### src/rtl/alu_pkg.sv
// Shared ALU definitions: result source IDs and the result-width helper.
// Used by the upstream execution units, the result collector and the consumer.
package alu_pkg;

  localparam logic [1:0] SRC_ARITH = 2'd0;
  localparam logic [1:0] SRC_LOGIC = 2'd1;
  localparam logic [1:0] SRC_CMP   = 2'd2;
  localparam logic [1:0] SRC_SHIFT = 2'd3;

  function automatic int out_w(input int a_width, input int b_width);
    return a_width + b_width;
  endfunction

endpackage

### src/rtl/alu_result_fifo.sv
// Generic first-word-fall-through FIFO with wrap-bit pointers.
// A push into a full FIFO is accepted only when a pop happens in the same cycle.
module alu_result_fifo #(
  parameter  int WIDTH = 34,
  parameter  int DEPTH = 4,
  localparam int AW    = $clog2(DEPTH)
) (
  input  logic             clk,
  input  logic             rst,
  input  logic             push_i,
  input  logic             pop_i,
  input  logic [WIDTH-1:0] wdata_i,
  output logic [WIDTH-1:0] rdata_o,
  output logic             full_o,
  output logic             empty_o,
  output logic [AW:0]      count_o
);

  localparam logic [AW:0] PTR_ONE = 1;

  logic [WIDTH-1:0] mem_q [DEPTH];
  logic [AW:0]      wr_ptr_q, wr_ptr_d;
  logic [AW:0]      rd_ptr_q, rd_ptr_d;
  logic             do_push, do_pop;

  assign empty_o = (wr_ptr_q == rd_ptr_q);
  assign full_o  = (wr_ptr_q[AW] != rd_ptr_q[AW]) &&
                   (wr_ptr_q[AW-1:0] == rd_ptr_q[AW-1:0]);
  assign count_o = wr_ptr_q - rd_ptr_q;

  assign do_pop  = pop_i && !empty_o;
  assign do_push = push_i && (!full_o || do_pop);

  assign wr_ptr_d = do_push ? wr_ptr_q + PTR_ONE : wr_ptr_q;
  assign rd_ptr_d = do_pop  ? rd_ptr_q + PTR_ONE : rd_ptr_q;

  // Head is forced to zero when empty so stale storage never leaks out after reset.
  assign rdata_o = empty_o ? '0 : mem_q[rd_ptr_q[AW-1:0]];

  always_ff @(posedge clk or negedge rst) begin
    if (!rst) begin
      wr_ptr_q <= '0;
      rd_ptr_q <= '0;
    end else begin
      wr_ptr_q <= wr_ptr_d;
      rd_ptr_q <= rd_ptr_d;
    end
  end

  always_ff @(posedge clk) begin
    if (do_push) mem_q[wr_ptr_q[AW-1:0]] <= wdata_i;
  end

endmodule

### src/rtl/alu_result_collector.sv
// Collects one result per cycle from the ALU units (fixed priority), tags its source and queues it.
// Optional macro ALU_RESULT_PARITY_EN stores an even-parity bit per entry and exposes res_parity.
module alu_result_collector
  import alu_pkg::*;
#(
  parameter  int A_WIDTH    = 16,
  parameter  int B_WIDTH    = 16,
  parameter  int FIFO_DEPTH = 4,
  parameter  int CNT_WIDTH  = 8,
  localparam int OUT_W      = out_w(A_WIDTH, B_WIDTH),
  localparam int LVL_W      = $clog2(FIFO_DEPTH) + 1
) (
  input  logic                 clk,
  input  logic                 rst,
  input  logic [OUT_W-1:0]     Arith_OUT,
  input  logic                 Arith_Flag,
  input  logic [OUT_W-1:0]     Logic_OUT,
  input  logic                 Logic_Flag,
  input  logic [OUT_W-1:0]     CMP_OUT,
  input  logic                 CMP_Flag,
  input  logic [OUT_W-1:0]     SHIFT_OUT,
  input  logic                 SHIFT_Flag,
  output logic                 res_valid,
  input  logic                 res_ready,
  output logic [OUT_W-1:0]     res_data,
  output logic [1:0]           res_src,
  output logic [LVL_W-1:0]     fill_level,
`ifdef ALU_RESULT_PARITY_EN
  output logic                 res_parity,
`endif
  output logic [CNT_WIDTH-1:0] drop_cnt,
  output logic [CNT_WIDTH-1:0] collision_cnt
);

  localparam logic [CNT_WIDTH-1:0] CNT_ONE = 1;
`ifdef ALU_RESULT_PARITY_EN
  localparam int FW = OUT_W + 3;
`else
  localparam int FW = OUT_W + 2;
`endif

  logic [3:0]           flags;
  logic                 any_flag, multi_flag;
  logic [1:0]           sel_src;
  logic [OUT_W-1:0]     sel_data;
  logic                 fifo_full, fifo_empty;
  logic                 push, pop, drop;
  logic [FW-1:0]        fifo_wdata, fifo_rdata;
  logic [CNT_WIDTH-1:0] drop_q, drop_d, coll_q, coll_d;

  assign flags      = {Arith_Flag, Logic_Flag, CMP_Flag, SHIFT_Flag};
  assign any_flag   = |flags;
  assign multi_flag = ($countones(flags) > 1);

  always_comb begin
    sel_src  = SRC_SHIFT;
    sel_data = SHIFT_OUT;
    if (Arith_Flag) begin
      sel_src  = SRC_ARITH;
      sel_data = Arith_OUT;
    end else if (Logic_Flag) begin
      sel_src  = SRC_LOGIC;
      sel_data = Logic_OUT;
    end else if (CMP_Flag) begin
      sel_src  = SRC_CMP;
      sel_data = CMP_OUT;
    end
  end

  assign res_valid = !fifo_empty;
  assign pop       = res_valid && res_ready;
  // A full FIFO still takes the winner when the head leaves in the same cycle.
  assign push      = any_flag && (!fifo_full || pop);
  assign drop      = any_flag && fifo_full && !pop;

`ifdef ALU_RESULT_PARITY_EN
  assign fifo_wdata = {^sel_data, sel_src, sel_data};
  assign res_parity = fifo_rdata[OUT_W+2];
`else
  assign fifo_wdata = {sel_src, sel_data};
`endif
  assign res_data = fifo_rdata[OUT_W-1:0];
  assign res_src  = fifo_rdata[OUT_W+1:OUT_W];

  alu_result_fifo #(
    .WIDTH (FW),
    .DEPTH (FIFO_DEPTH)
  ) u_fifo (
    .clk     (clk),
    .rst     (rst),
    .push_i  (push),
    .pop_i   (pop),
    .wdata_i (fifo_wdata),
    .rdata_o (fifo_rdata),
    .full_o  (fifo_full),
    .empty_o (fifo_empty),
    .count_o (fill_level)
  );

  assign drop_d = (drop && (drop_q != '1)) ? drop_q + CNT_ONE : drop_q;
  assign coll_d = (multi_flag && (coll_q != '1)) ? coll_q + CNT_ONE : coll_q;

  always_ff @(posedge clk or negedge rst) begin
    if (!rst) begin
      drop_q <= '0;
      coll_q <= '0;
    end else begin
      drop_q <= drop_d;
      coll_q <= coll_d;
    end
  end

  assign drop_cnt      = drop_q;
  assign collision_cnt = coll_q;

endmodule
### config.mk
export PLATFORM = sky130hd
export DESIGN_NAME = alu_result_collector
export DESIGN_NICKNAME = d
export VERILOG_FILES = /design/src/rtl/alu_pkg.sv /design/src/rtl/alu_result_fifo.sv /design/src/rtl/alu_result_collector.sv
export SDC_FILE = /design/constraint.sdc
export NUM_CORES = 1
export LEC_CHECK = 0
export CAP_MARGIN = 40
export CORE_MARGIN = 3
export CORE_UTILIZATION = 34
export CTS_CLUSTER_SIZE = 10
export DETAILED_ROUTE_END_ITERATION = 6
export DONT_BUFFER_PORTS = 1
export PLACE_DENSITY_LB_ADDON = 0.25
export SLEW_MARGIN = 20
export SYNTH_ARGS = -nofsm -noshare
export SYNTH_HDL_FRONTEND = slang
export SYNTH_SLANG_ARGS = --single-unit
### constraint.sdc
create_clock -name clk -period 9 [get_ports clk]
set_input_delay 1.8 -clock clk [delete_from_list [all_inputs] [get_ports clk]]
set_output_delay 1.8 -clock clk [all_outputs]
set_load 0.05 [all_outputs]
Word level (Yosys, flattened, before mapping)
Memories as Yosys holds them, arrays and structs flattened.
Index checks and enable logic that the tools add are counted.

operators by class
  add/sub/neg operators = 8
  multipliers = 0
  div/mod/pow operators = 0
  order comparisons = 1
  equality and inequality tests = 5
  shifts and indexed selects = 0
  mux-type cells = 9
  bitwise logic cells = 0
  reduce and logical (&&, ||, !) cells = 15

operator list
  cell                   number
  $mux W32               3
  $mux W34               1
  $add A8 B1 Y8 const B  2
  $ne A8 B8 Y1 const B   2
  $logic_and A1 B1 Y1    9
  $add A3 B1 Y3 const B  2
  $add A1 B1 Y2          2
  $mux W2                2
  $reduce_or A4 Y1       1
  $add A2 B2 Y3          1
  $eq A3 B3 Y1           1
  $gt A3 B1 Y1 const B   1
  $logic_not A1 Y1       3
  $mux W1                3
  $sub A3 B3 Y3          1
  $eq A2 B2 Y1           1
  $logic_or A1 B1 Y1     2
  $ne A1 B1 Y1           1

storage, ports and cells
  register bits = 22
  bits in latches = 0
  memory bits (writable) = 136
  bits in read-only memories = 0
  input port bits = 135
  output and inout bits = 54
  word-level logic and storage cells = 43
  memories = 1

memories
  name          words  width  read ports  clocked after memory_dff  wr ports  RTL line               text
  u_fifo.mem_q  4      34     1           0                         1         alu_result_fifo.sv:21  logic [WIDTH-1:0] mem_q [DEPTH];

Depth between registers and ports, before layout
Gate-level depths: netlist of run 1.

  depth in word-level cells = 8
  mapped depth = 8
  mapped depth without buffers = 6

Modules after synthesis
A second synthesis of run 1 with hierarchy kept.

second synthesis, totals
  cell total of the unflattened synthesis = 527
  area, all modules = 7689.9 um2

by module, submodules not included
  module                times used  cells each  area each (um2)  sequential area each (um2)
  alu_result_fifo       1           260         5845.6           4234.1
  alu_result_collector  1           267         1844.3           400.4

Worst setup path before layout of run 1
OpenSTA, ideal clock, no wires.

  path kind = input -> register
  start = input port Logic_Flag
  end = memory u_fifo.mem_q[3][0] (enable)
  setup time = 0.396 ns
  arrival time = 4.105 ns
  required time = 8.604 ns
  slack = 4.499 ns
  cell stages on the path = 7
  path buffers = 2
  cell sequence = clkbuf_1 -> buf_1 -> inv_1 -> ha_1 -> nor3b_2 -> a21oi_1 -> and2_1

between the ends
  longest elaborated chain between the ends = 5

ends and longest elaborated chain
  element                        RTL line                    text
  start, declared                alu_result_collector.sv:18  input logic Logic_Flag,
  $reduce_or A4 Y1               alu_result_collector.sv:52  assign any_flag = |flags;
  $logic_and A1 B1 Y1            alu_result_collector.sv:73  assign push = any_flag && (!fifo_full || pop);
  $logic_and A1 B1 Y1            alu_result_fifo.sv:32       assign do_push = push_i && (!full_o || do_pop);
  $mux W1                        alu_result_fifo.sv:51       if (do_push) mem_q[wr_ptr_q[AW-1:0]] <= wdata_i;
  $mux W1 (implied by the code)  alu_result_fifo.sv:51
  end, declared                  alu_result_fifo.sv:21

Every way passes these cells.

Worst setup path after layout of run 1
  start = register u_fifo.rd_ptr_q[1]
  end = output port res_data[20]

between the ends
  longest elaborated chain between the ends = 2
  elaborated cells between the ends (all ways) = 3
  classes of those cells = 1 x eq/ne; 1 x mux; 1 x memory

ends and longest elaborated chain
  element                                                RTL line                    text
  start, declared                                        alu_result_fifo.sv:23       logic [AW:0] rd_ptr_q, rd_ptr_d;
  start signal, assigned                                 alu_result_fifo.sv:46       rd_ptr_q <= rd_ptr_d;
  $mem_v2 Z4 W34 / $eq A3 B3 Y1 (equally long branches)  -
  $mux W34 (*)                                           alu_result_fifo.sv:38       assign rdata_o = empty_o ? '0 : mem_q[rd_ptr_q[AW-1:0]];
  end, declared                                          alu_result_collector.sv:25  output logic [OUT_W-1:0] res_data,

Every way passes the cells marked *; elsewhere a longest branch is shown, timed or not.

==> summary.txt, run 1 <==
status -> completed
initial DRC count -> 255
slowest cell delay on critical path -> 0.62 ns
Synthesis Warnings -> 0
mean area per synthesized cell -> 14.3 sq um
H-tree depth -> 4
count of final setup violators -> 0
Die Wd -> 153 microns
Row Count -> 53
post-CTS setup buffers -> 0
Worst setup EP type -> primary output
CTS Root Cell -> clkbuf_16
Critical-path top delay cell -> dfrtp_2
Critical Path AT -> 2.44 ns
CTS clock-pin slew for the worst setup and hold paths -> 0.06 ns
min Tclk post-route -> 4.24 ns
CP max FO -> 25
Syn Nets -> 658
post-detail-place hpwl -> 10.0 mm
Initial Util -> 34.7%
drt pass-1 iters -> 4
most frequent cells in the layout -> 136 x edfxtp_1, 42 x nand2_1, 38 x a21oi_1
vias -> 4049
drc violations -> 0
Diodes inserted -> 0
slew margin rel. -> 50.8%
Final Skew -> 0.00589 ns
TNS Setup -> 0 ns
num ports -> 189
worst path buffer plus inverter count -> 2
Antenna Violating Nets Remaining -> 0
commonest non-fill, non-tap cell in the layout -> edfxtp_1
hold_buf cts -> 0
Max Slew Vio Count -> 0
post-synthesis cell count -> 511
vias per cell -> 5.08
Port Buffer Count -> 0
pin count of the biggest net entering global routing -> 67
fmax -> 236 MHz
Resize count post-CTS -> 0
Tcrit/Tclk final -> 47.1%
crit-path cells -> inv_1 > ha_1 > nand3_2 > buf_12 > and2_1
Critical Path RT -> 7.20 ns
Layout area overhead -> 13.2%
TritonCTS Buffers -> 17
post-synthesis register bit count -> 158
sequential-to-total area share from yosys stat -> 63.3%
Syn Std Cell Area -> 0.00732 sq mm
global-route wire length before repair -> 23.5 mm
max_cap viols -> 0
final wirelength -> 14.8 mm
unrepaired setup endpoints after global routing -> no
core area -> 0.0211 sq mm
vias in the first global route -> 4356
CTS max path bufs -> 2
Tot GR Track Use -> 12.9%
worst slew pin tran -> 0.738 ns
CTS sink count -> 158
grt total ovfl -> 0
# nets final -> 656
Placer Congestion -> 0.735
die area -> 0.0233 sq mm
HP Class -> reg -> reg
wire per inst -> 18.6 microns
TritonCTS clock tree -> yes
Clock Latency Late Sink -> 0.41 ns
element type at the critical path start -> flip-flop
family with the most delay on the worst path -> simple AND/OR/NAND/NOR gates
count of final hold-check violations -> 0
post-synth cell types -> 32
initial antenna violation count -> 0
Die Span Y -> 153 microns
Setup Crit Path Kind -> reg -> out
share of cells above drive strength 1 -> 16.3%
## layer usage
layer / track usage (%) / share of wire, %
met4: 2.97 / 0.61
met3: 5.23 / 7.9
met2: 21.5 / 50
met1: 15.8 / 41
met5: 0 / 0
## per-stage QoR
| step | std cells | worst slack, ns | cell area, sq um | hold slack, ns | util (%) |
|---|---|---|---|---|---|
| global route | 797 | 4.56 | 8290 | 0.555 | 39.3 |
| finish | 797 | 4.76 | 8290 | 0.534 | 39.3 |
| CTS | 797 | 4.69 | 8290 | 0.540 | 39.3 |
| floorplan | 511 | 4.50 | 7320 | 0.498 | - |
| global placement | 759 | 4.26 | 7580 | 0.513 | 35.9 |
| detailed placement | 765 | 5.15 | 7700 | 0.529 | 36.5 |
## final timing paths
kind / start / to / slack, ns / cells after the start
setup / recovery: u_fifo.rd_ptr_q[1]$_DFFE_PN0P_ / res_data[20] / 4.76 / 5
hold / removal: u_fifo.wr_ptr_q[2]$_DFFE_PN0P_ / u_fifo.wr_ptr_q[2]$_DFFE_PN0P_ / 0.53 / 1
setup reg to reg: u_fifo.rd_ptr_q[1]$_DFFE_PN0P_ / u_fifo.mem_q[0][28]$_DFFE_PP_ / 6.28 / 6
hold reg to reg: u_fifo.wr_ptr_q[2]$_DFFE_PN0P_ / u_fifo.wr_ptr_q[2]$_DFFE_PN0P_ / 0.53 / 1
max in group asynchronous: rst / u_fifo.rd_ptr_q[0]$_DFFE_PN0P_ / 7.84 / 0
min in group asynchronous: rst / drop_cnt[7]$_DFFE_PN0P_ / 1.08 / 0
## Yosys cell counts
cell | instances | area (sq um)
nand2b_1 | 1 | 6.26
buf_1 | 3 | 11.3
nand4b_1 | 1 | 8.76
a31oi_1 | 1 | 6.26
or2_1 | 1 | 6.26
mux2i_1 | 32 | 320
and3b_1 | 1 | 8.76
clkbuf_1 | 18 | 67.6
nand3_1 | 11 | 55.1
a21oi_1 | 38 | 190
nor3b_2 | 1 | 12.5
ha_1 | 10 | 125
mux2_2 | 3 | 33.8
nor2b_1 | 1 | 6.26
mux2_1 | 4 | 45.0
o21ai_0 | 33 | 165
dfrtp_1 | 22 | 551
nor2_1 | 35 | 131
xor2_1 | 4 | 35.0
nand4_1 | 5 | 31.3
mux4_2 | 34 | 766
and2_1 | 40 | 250
fa_1 | 2 | 40.0
nand2_1 | 42 | 158
and4_1 | 1 | 8.76
inv_1 | 9 | 33.8
nor3b_4 | 1 | 18.8
and3_1 | 2 | 12.5
edfxtp_1 | 136 | 4080
xnor2_1 | 10 | 87.6
o21a_1 | 1 | 7.51
buf_2 | 8 | 40.0
## worst reg2reg max path, stage by stage, from the launching register on
cell and delay, ns:
dfrtp_2 0.62, inv_1 0.09, ha_1 0.33, and3b_1 0.20, a21oi_1 0.40, and2_2 0.52
buf_12 0.24
## cell families (layout without fill, tap and decap cells)
logic type	after synthesis	in the layout	share of synthesized area, %
buffers and inverters	38	49	2.08
adders and majority gates	12	12	2.26
and+or+nand+nor	143	143	9.76
DFF	158	158	63.3
xor gates and xnor gates	14	14	1.67
AOI/OAI and AO/OA	73	73	5.04
muxes	73	73	15.9
## state kept, by name, indices dropped and copies added (netlist names)
name / count
u_fifo.wr_ptr_q: 3
collision_cnt: 8
u_fifo.mem_q: 136
u_fifo.rd_ptr_q: 3
drop_cnt: 8
## final cells by class
type	count	area [sq um]
repair buffers	8	135
clock buffers	18	429
flip-flops and latches	158	4640
multi-input cells	315	2550
clock inverters	14	168
inverters	9	33.8
well taps	275	344
fillers	1972	12800
Power of run 1 is not shown: default switching activity piles up to over one toggle a cycle in this logic, so the estimate is an artifact.
==> run 2, diff against run 1 <==
Settings changed: ABC_AREA set to 1.
Clock period 9 ns to 3.5 ns, I/O delays scaled along.
==> summary.txt, run 2 <==
status -> completed
CP max FO -> 34 (+36%)
count of final setup violators -> 0 (unchanged)
Synth async-reset ratio -> 13.9% (unchanged)
CTS max path bufs -> 2 (unchanged)
Critical-path top delay cell -> inv_4
Post-Layout Cell Count -> 1101 (+38%)
pin count of the biggest net entering global routing -> 70 (+4.5%)
vias in the first global route -> 5477 (+26%)
Row Count -> 54 (+1.9%)
Critical Path RT -> 2.80 ns (-4.40 ns)
post-synth cell types -> 36 (+13%)
Yosys top cell by area -> edfxtp_1
Final Skew -> 0.00810 ns (+0.00221 ns)
Crit. Startpoint -> u_fifo.wr_ptr_q[0]$_DFFE_PN0P_
worst path buffer plus inverter count -> 4 (+2)
Placer Congestion -> 0.783 (+6.6%)
crit-path cells -> inv_1 > ha_1 > nand2_1 > inv_1 > nand2_4 > inv_4 > a21oi_1 > buf_4
wire per inst -> 18.8 microns (+1.3%)
Die Span Y -> 158 microns (+3.2%)
share of cells above drive strength 1 -> 17.2% (+0.89 points)
initial antenna violation count -> 2 (+2)
Metal-1 WL -> 8.91 mm (+46%)
sequential-to-total area share from yosys stat -> 59.3% (-4.0 points)
element type at the critical path start -> flip-flop
met3 wire len -> 1.20 mm (+2.8%)
Die Wd -> 158 microns (+3.2%)
Layout area overhead -> 14.9%
TritonCTS Buffers -> 17 (unchanged)
H-tree depth -> 4 (unchanged)
Worst IR Drop VDD -> 520 uV
post-synthesis cell count -> 785 (+54%)
CTS Root Cell -> clkbuf_16
initial DRC count -> 322 (+26%)
Resize count post-CTS -> 0 (unchanged)
Critical Path AT -> 2.29 ns (-0.15 ns)
design area -> 0.00898 sq mm (+8.3%)
CP most frequent cell -> inv_1
HP Class -> in -> async
Synth area leaders -> edfxtp_1 52%, nor2_1 8.9%, dfrtp_1 7.0%
Port Buffer Count -> 0 (unchanged)
slowest cell delay on critical path -> 0.39 ns (-0.23 ns)
Syn Std Cell Area -> 0.00782 sq mm (+6.8%)
area share of the largest cell type after synthesis -> 52.2% (-3.5 points)
max layer used -> met5
Setup Crit Path Kind -> reg -> out
die area -> 0.0249 sq mm (+6.5%)
Leak -> 3.29 nW
global-route wire length before repair -> 31.0 mm (+32%)
pwr dens -> 1130 mW/mm^2
post-detail-place hpwl -> 13.6 mm (+35%)
ys flop type -> edfxtp_1
Crit Reg-Reg Startpoint -> u_fifo.wr_ptr_q[0]$_DFFE_PN0P_
max reg flops -> 136 (unchanged)
EDFF count, synth -> 136 (unchanged)
CTS sink count -> 158 (unchanged)
Worst setup EP type -> primary output
worst slew pin tran -> 0.803 ns (+0.0649 ns)
mean area per synthesized cell -> 9.96 sq um (-31%)
TritonCTS clock tree -> yes
post-synthesis register bit count -> 158 (unchanged)
grt total ovfl -> 0 (unchanged)
Clock Latency Late Sink -> 0.42 ns (about the same)
unrepaired setup endpoints after global routing -> no
Antenna Violating Nets Remaining -> 0 (unchanged)
slew margin rel. -> 46.5% (-4.3 points)
commonest non-fill, non-tap cell in the layout -> nor2_1
most numerous cell in the Yosys netlist -> nor2_1
drc violations -> 0 (unchanged)
Tot GR Track Use -> 16.5% (+3.6 points)
Max Slew Vio Count -> 0 (unchanged)
min Tclk post-route -> 2.99 ns
routed wl met2 -> 10.3 mm (+39%)
count of final hold-check violations -> 0 (unchanged)
core area -> 0.0222 sq mm (+5.4%)
vias per cell -> 5.07 (-0.17%)
num ports -> 189 (unchanged)
CTS clock-pin slew for the worst setup and hold paths -> 0.07 ns (about the same)
# nets final -> 955 (+46%)
Initial Util -> 35.2% (+0.45 points)
fillers -> 2154 (+9.2%)
max_cap viols -> 0 (unchanged)
family with the most delay on the worst path -> buffers and inverters
drt pass-1 iters -> 4 (unchanged)
final wirelength -> 20.7 mm (+40%)
Tcrit/Tclk final -> 85.3%
Diodes inserted -> 0 (unchanged)
placed insts -> 1068 (+40%)
Syn Nets -> 932 (+42%)
register-to-register setup slack -> 1.04 ns (-5.24 ns)
top post-synthesis cells by count -> 186 x nor2_1, 136 x edfxtp_1, 93 x a21oi_1
most frequent cells in the layout -> 182 x nor2_1, 136 x edfxtp_1, 93 x a21oi_1
fmax -> 335 MHz
vias -> 5584 (+38%)
dpl cell area -> 0.00844 sq mm (+9.7%)
Synthesis Warnings -> 0 (unchanged)
==> run 2: changes by cell type in the layout (fill, tap and decap cells not counted), sizes merged, moves of 7 or more <==
cell / before / now
nand2: 42 / 81
buf: 8 / 49
inv: 17 / 37
o211ai: 0 / 32
a21oi: 38 / 100
mux4: 34 / 0
and2: 40 / 0
or2: 1 / 32
o21ai: 33 / 75
mux2: 7 / 0
nor2: 35 / 188
mux2i: 32 / 0
==> run 2: through the flow <==
| stage | power [mW] | util (%) | hold WS, ns | setup WS (ns) | setup TNS [ns] |
|---|---|---|---|---|---|
| finish | 10.2 | 40.4 | 0.261 | 0.515 | 0 |
| CTS | 10.3 | 40.4 | 0.413 | 0.460 | 0 |
| global route | 10.7 | 40.4 | 0.277 | 0.381 | 0 |
| detailed placement | 8.61 | 38.0 | 0.405 | 0.931 | 0 |
| global placement | 8.50 | 37.7 | 0.405 | 0.896 | 0 |
| floorplan | 6.87 | - | 0.404 | -0.00114 | -0.153 |
==> run 2: final cells by class <==
| class | count | area, sq um | area share [%] |
|---|---|---|---|
| multi-input combinational | 551 | 2830 | 31.5 |
| tap | 280 | 350 | 3.90 |
| clock buffer | 17 | 425 | 4.74 |
| timing repair buffer | 49 | 513 | 5.71 |
| sequential | 158 | 4640 | 51.6 |
| inverter | 31 | 119 | 1.32 |
| clock inverter | 15 | 110 | 1.23 |
==> run 2: path summary, 6_finish.rpt <==
| path | endpoint | depth (start not counted) |
|---|---|---|
| max in group asynchronous | u_fifo.rd_ptr_q[0]$_DFFE_PN0P_ | 1 |
| hold / removal | collision_cnt[5]$_DFFE_PN0P_ | 1 |
| hold reg to reg | u_fifo.wr_ptr_q[1]$_DFFE_PN0P_ | 2 |
| min in group clk | u_fifo.rd_ptr_q[1]$_DFFE_PN0P_ | 2 |
| setup / recovery | res_data[2] | 8 |
| setup reg to reg | u_fifo.mem_q[1][1]$_DFFE_PP_ | 8 |
==> run 2: routing by layer <==
layer | global-route usage, % | vias up
li1 | - | 2761
met5 | 0 | -
met1 | 20.6 | 2663
met2 | 28.1 | 137
met3 | 4.43 | 19
met4 | 4.83 | 4
==> run 2: cells by family (layout without fill, tap and decap cells) <==
family                     count (synthesis)  count (layout)  synth area share, %
and+or+nand+nor                          322             322                 17.7
DFF                                      158             158                 59.3
AOI/OAI and AO/OA                        208             208                 14.9
adders and majority gates                 12              12                 2.11
xor gates and xnor gates                   9               9                 1.10
buffers and inverters                     76             112                 4.98
==> run 2: what timing repair did <==
item | CTS | global route
endpoints found under the hold margin | 22 | 0
buffers inserted | 0 | 0
hold buffers | 1 | 0
==> run 2: power breakdown <==
part | internal [mW] | switching (mW)
Combinational | 1.58 | 3.72
Clock | 0.916 | 0.768
Sequential | 2.81 | 0.355
Total | 5.31 | 4.84
(Power assumes the default switching activity.)
